$ cat src/rtl/fifo_wr_arbiter.sv
// -----------------------------------------------------------------------------
// fifo_wr_arbiter
//
// Shares the single write port of one fifo among N_REQ producers. A producer is
// granted the port round-robin and may then push up to BURST words back to back
// before the arbiter is forced to look at the others. The fifo full flag stalls
// the current owner without taking the grant away, so no word is lost or
// written twice.
//
// Parameters
//   N_REQ  number of producers (2..8)
//   d_w    data width, same as the fifo data width
//   id_w   width of grant_id, clog2(N_REQ)
//   BURST  max words per grant before re-arbitration (1..15)
//
// Ports
//   clk         clock, all state on the rising edge
//   rst         asynchronous active-low reset
//   req         per-producer "word available" flags
//   req_data    producer i data at bits [i*d_w +: d_w]
//   ack         per-producer "word written this cycle"
//   fifo_full   fifo full flag
//   fifo_write  fifo write enable
//   fifo_data   fifo write data (0 when not writing)
//   grant_id    index of the current owner, valid while busy=1
//   busy        1 while a producer owns the write port
// -----------------------------------------------------------------------------
module fifo_wr_arbiter #(
    parameter int N_REQ = 4,
    parameter int d_w   = 8,
    parameter int id_w  = 2,
    parameter int BURST = 4
) (
    input  logic                   clk,
    input  logic                   rst,
    input  logic [N_REQ-1:0]       req,
    input  logic [N_REQ*d_w-1:0]   req_data,
    output logic [N_REQ-1:0]       ack,
    input  logic                   fifo_full,
    output logic                   fifo_write,
    output logic [d_w-1:0]         fifo_data,
    output logic [id_w-1:0]        grant_id,
    output logic                   busy
);

    localparam logic [0:0]      ST_IDLE   = 1'b0;
    localparam logic [0:0]      ST_GRANT  = 1'b1;
    localparam logic [3:0]      BURST_CNT = 4'(BURST);
    // Starting "last" at the top index makes producer 0 the first candidate.
    localparam logic [id_w-1:0] LAST_INIT = id_w'(N_REQ - 1);

    logic [0:0]      r_state;
    logic [id_w-1:0] r_last;
    logic [id_w-1:0] r_grant;
    logic [3:0]      r_cnt;

    logic [id_w-1:0] w_cand [N_REQ];
    logic [N_REQ-1:0] w_cand_req;
    logic [id_w-1:0] w_pick;
    logic            w_any_req;
    logic            w_owner_req;
    logic [d_w-1:0]  w_owner_data;
    logic            w_write;

    genvar gi;

    // w_cand[k] is the producer checked k-th in the round-robin search,
    // i.e. (last + 1 + k) mod N_REQ. The modulo is done in int so that
    // non-power-of-two N_REQ wraps back to 0 correctly.
    generate
        for (gi = 0; gi < N_REQ; gi++) begin : g_cand
            assign w_cand[gi]     = id_w'((int'(r_last) + 1 + gi) % N_REQ);
            assign w_cand_req[gi] = req[w_cand[gi]];
        end
    endgenerate

    // First requesting candidate in search order wins; scanning from the back
    // lets the lowest search position overwrite the others.
    always_comb begin
        w_pick    = r_last;
        w_any_req = 1'b0;
        for (int k = N_REQ - 1; k >= 0; k--) begin
            if (w_cand_req[k]) begin
                w_pick    = w_cand[k];
                w_any_req = 1'b1;
            end
        end
    end

    assign w_owner_req  = req[r_grant];
    assign w_owner_data = req_data[r_grant*d_w +: d_w];

    // Write path is purely combinational from the owner's req, so a word is
    // written in the same cycle it is presented. Because r_state is reset
    // asynchronously, fifo_write drops the instant rst goes low.
    assign w_write    = (r_state == ST_GRANT) && w_owner_req && !fifo_full;
    assign fifo_write = w_write;
    assign fifo_data  = w_write ? w_owner_data : '0;
    assign busy       = (r_state == ST_GRANT);
    assign grant_id   = r_grant;

    generate
        for (gi = 0; gi < N_REQ; gi++) begin : g_ack
            assign ack[gi] = w_write && (r_grant == id_w'(gi));
        end
    endgenerate

    always_ff @(posedge clk or negedge rst) begin
        if (!rst) begin
            r_state <= ST_IDLE;
            r_last  <= LAST_INIT;
            r_grant <= '0;
            r_cnt   <= '0;
        end else if (r_state == ST_IDLE) begin
            // Arbitration cycle: no write happens here.
            if (w_any_req) begin
                r_grant <= w_pick;
                r_cnt   <= '0;
                r_state <= ST_GRANT;
            end
        end else begin
            if (!w_owner_req) begin
                // Owner went quiet (or dropped before ack): give the port up.
                r_state <= ST_IDLE;
                r_last  <= r_grant;
            end else if (w_write) begin
                if (r_cnt + 4'd1 == BURST_CNT) begin
                    r_state <= ST_IDLE;
                    r_last  <= r_grant;
                    r_cnt   <= '0;
                end else begin
                    r_cnt <= r_cnt + 4'd1;
                end
            end
            // Owner requesting while fifo is full: stall, keep grant and count.
        end
    end

endmodule
$ cat config.mk
export PLATFORM = sky130hd
export DESIGN_NAME = fifo_wr_arbiter
export DESIGN_NICKNAME = d
export VERILOG_FILES = /design/src/rtl/fifo_wr_arbiter.sv
export SDC_FILE = /design/constraint.sdc
export NUM_CORES = 1
export LEC_CHECK = 0
export ABC_AREA = 1
export BUFFER_PORTS_ARGS = -buffer_cell sky130_fd_sc_hd__buf_2
export CAP_MARGIN = 30
export CELL_PAD_IN_SITES_DETAIL_PLACEMENT = 0
export CELL_PAD_IN_SITES_GLOBAL_PLACEMENT = 1
export CORE_UTILIZATION = 34
export DETAILED_ROUTE_END_ITERATION = 16
export PLACE_DENSITY = 0.84
export SYNTH_ARGS = -nofsm -noshare
export SYNTH_HDL_FRONTEND = slang
export SYNTH_SLANG_ARGS = --single-unit
export TNS_END_PERCENT = 50
$ cat constraint.sdc
create_clock -name clk -period 4 [get_ports clk]
set_clock_uncertainty 0.1 [all_clocks]
set_input_delay 0 -clock clk [delete_from_list [all_inputs] [get_ports clk]]
set_output_delay 0 -clock clk [all_outputs]
set_load 0.1 [all_outputs]
==> run_results.csv <==
group,metric,value,unit
final_layout,multi_input_area,767,sq um
critical_path,crit_type,"register to primary output",
routing,ant_nets,0,
final_layout,regArea,228,sq um
floorplanning,start_util,36.2,%
timing,fmax,415,MHz
cts,clock_sinks,9,
synth,avgSynthCellArea,7.44,sq um
hold_path,hold_class,"input pin to async pin",
floorplanning,num_io_pins,55,
synth,yosysWarnings,0,
timing,relSlewSlack,58.7,%
global_route,grt_usage,15.8,%
cts,htreeDepth,1,
synth,muxShareOfSynthArea,0,%
final_layout,final_common_cell,"nand2_1",
timing,tightest_slew,0.620,ns
placed_design,port_buffers,54,
synth,synth-main-ff-cell,"dfrtp_1",
synth,synthesis.nets,192,
cts,cts_tree,"built",
floorplanning,die-area,3540,sq um
pwr,ir_drop,532,uV
flow_run,maxCapViolCount,0,
critical_path,crit_arrival,2.31,ns
routing,drc_errors,0,
timing,hold_ws,0.00627,ns
global_route,grt_max_degree,17,
final_layout,num-fill-cells,332,
synth,ys_ff_latch,9,
cts,cts_setup_buffers,0,
placed_design,routabilityCongestion,0.777,
routing,vias,1181,
synth,synth_edf_count,0,
timing,final-setup-viol-count,0,
critical_path,start_kind,"register",
global_route,antenna_found_initial,0,
cts,clkTransAtPathRegs,0.07,ns
synth,synthAdderAreaFrac,2.23,%
floorplanning,rows,20,
global_route,grt-ovfl-total,0,
critical_path,endpoint_kind,"primary output",
final_layout,n_antenna_cell,0,
outcome,status,"finished, final reports clean",
synth,synthXorXnorAreaFrac,2.34,%
synth,synthDistinctLibCells,29,
final_layout,area_growth_syn_to_layout,28.0,%
timing,setup_tns,0,ns
synth,synth_compound_area_share,23.3,%
pwr,power_density,835,nW/um^2
cts,cts_root_buffer,"clkbuf_4",
synth,netlist_instances,151,
timing,finalMaxSlewViolations,0,
routing,wl,2750,microns
synth,synth.cell_area,1120,sq um
pwr,leakage,0.750,nW
final_layout,final_nets,248,
global_route,grt_pass1_wl,4230,microns
timing,fin_crit_sh,60.2,%
timing,rsz0062_at_grt,"no",
final_layout,drive_gt1_share,39.8,%
final_layout,layout_common_cells,"55 x nand2_1, 54 x buf_2, 14 x inv_1, 14 x nand3_1, 9 x nor2_1",
cts,cts-buffers-inserted,3,
routing,routedWlPerCell,11.0,microns
synth,synthSimpleGateAreaFrac,40.4,%
global_route,first_global_vias,1032,
timing,hold_viol_final,0,
routing,firstDrtPassIters,4,
routing,vias_per_cell,4.72,
floorplanning,core,3100,sq um
routing,drtIter0Drc,43,
placed_design,dp_hpwl,2290,microns
floorplanning,die_y,59.5,microns
synth,synth_top_family_by_area,"simple AND/OR/NAND/NOR gates",
floorplanning,die-width,59.5,microns
cts,insertion_delay,0.27,ns
synth,seq_area_frac_synth,20.3,%
critical_path,r2r_setup_slack,2.00,ns
critical_path,critPathRequiredTime,3.90,ns
critical_path,critPathMaxFanout,16,
cts,clockBufferDepth,2,
synth,synthArstFlopShare,100,%
timing,min_period,2.41,ns
-- worst max-delay path, cell delays in order, from the launching register on --
cell,delay (ns)
dfrtp_1,0.74
nand2_4,0.11
inv_4,0.13
nand2_1,0.09
nand4_2,0.12
nand2_4,0.20
a31oi_4,0.21
buf_2,0.44
-- layout make-up --
cell class	count	share of cell area [%]
clock buffers	4	1.83
inverters	19	5.66
multi-input cells	119	53.4
flip-flops and latches	9	15.8
well taps	44	3.83
repair buffers	55	19.5
-- layer usage --
metal | share of wire (%) | GRT usage [%] | vias up
met2 | 47 | 29.5 | 59
met1 | 43 | 17.7 | 510
li1 | - | - | 607
met4 | 0.69 | 4.08 | 0
met3 | 9.0 | 3.49 | 5
met5 | 0 | 0 | -
-- what timing repair did --
item	in CTS	in global routing
resized for setup	0	0
hold endpoints to repair	9	0
hold buffers	1	0
-- through the flow --
step | util (%) | area, sq um | power (mW) | setup WS [ns] | instances
2_1_floorplan | - | 1120 | 1.02 | 0.247 | 151
3_3_place_gp | 45.2 | 1400 | 1.12 | 1.89 | 245
3_5_place_dp | 45.2 | 1400 | 1.14 | 1.84 | 245
4_1_cts | 46.3 | 1440 | 1.21 | 1.56 | 250
5_1_grt | 46.3 | 1440 | 1.30 | 1.43 | 250
6_report | 46.3 | 1440 | 1.20 | 1.59 | 250
-- sequential cells by signal, summed over array words and instances, names as in the netlist --
name      count
busy          1
r_cnt         4
r_last        2
grant_id      2
-- report_power, final --
group / internal, mW / switching, mW / leakage, nW
registers: 0.136 / 0.0935 / 0.111
logic: 0.222 / 0.676 / 0.624
clock network: 0.0385 / 0.0333 / 0.0150
-- cells by family (layout without fill, tap and decap cells) --
family | count (synthesis) | after routing
AND/OR/NAND/NOR | 92 | 92
buffers and inverters | 23 | 78
AO/OA/AOI/OAI | 22 | 22
flip-flops | 9 | 9
XOR/XNOR | 3 | 3
adder cells (fa/ha/maj) | 2 | 2
-- cells in the mapped netlist, types with 2 or more instances --
library cell / number / area share [%]
o21ai_0: 2 / 0.89
inv_1: 14 / 4.7
ha_1: 2 / 2.2
nor2_1: 9 / 3.0
nand2_1: 55 / 18
inv_4: 2 / 1.1
dfrtp_1: 7 / 16
nor3_1: 2 / 0.89
buf_6: 2 / 2.0
dfstp_2: 2 / 4.7
a31oi_4: 8 / 15
nand3_1: 14 / 6.2
a22oi_1: 8 / 5.3
nand2_4: 3 / 3.0
nand2_2: 3 / 1.7
nor2_8: 2 / 3.6
o21ai_1: 2 / 0.89
xor2_1: 3 / 2.3
-- worst paths after layout --
path,endpoint,cells past startpoint,startpoint
setup / recovery,fifo_data[3],7,grant_id[1]
hold / removal,r_cnt[0],2,rst
setup reg to reg,r_cnt[0],7,grant_id[1]
hold reg to reg,r_last[1],2,r_last[1]
max in group asynchronous,r_last[1],2,rst
min in group clk,busy,5,req[1]
Note: power is estimated with default switching activity, not from simulation.
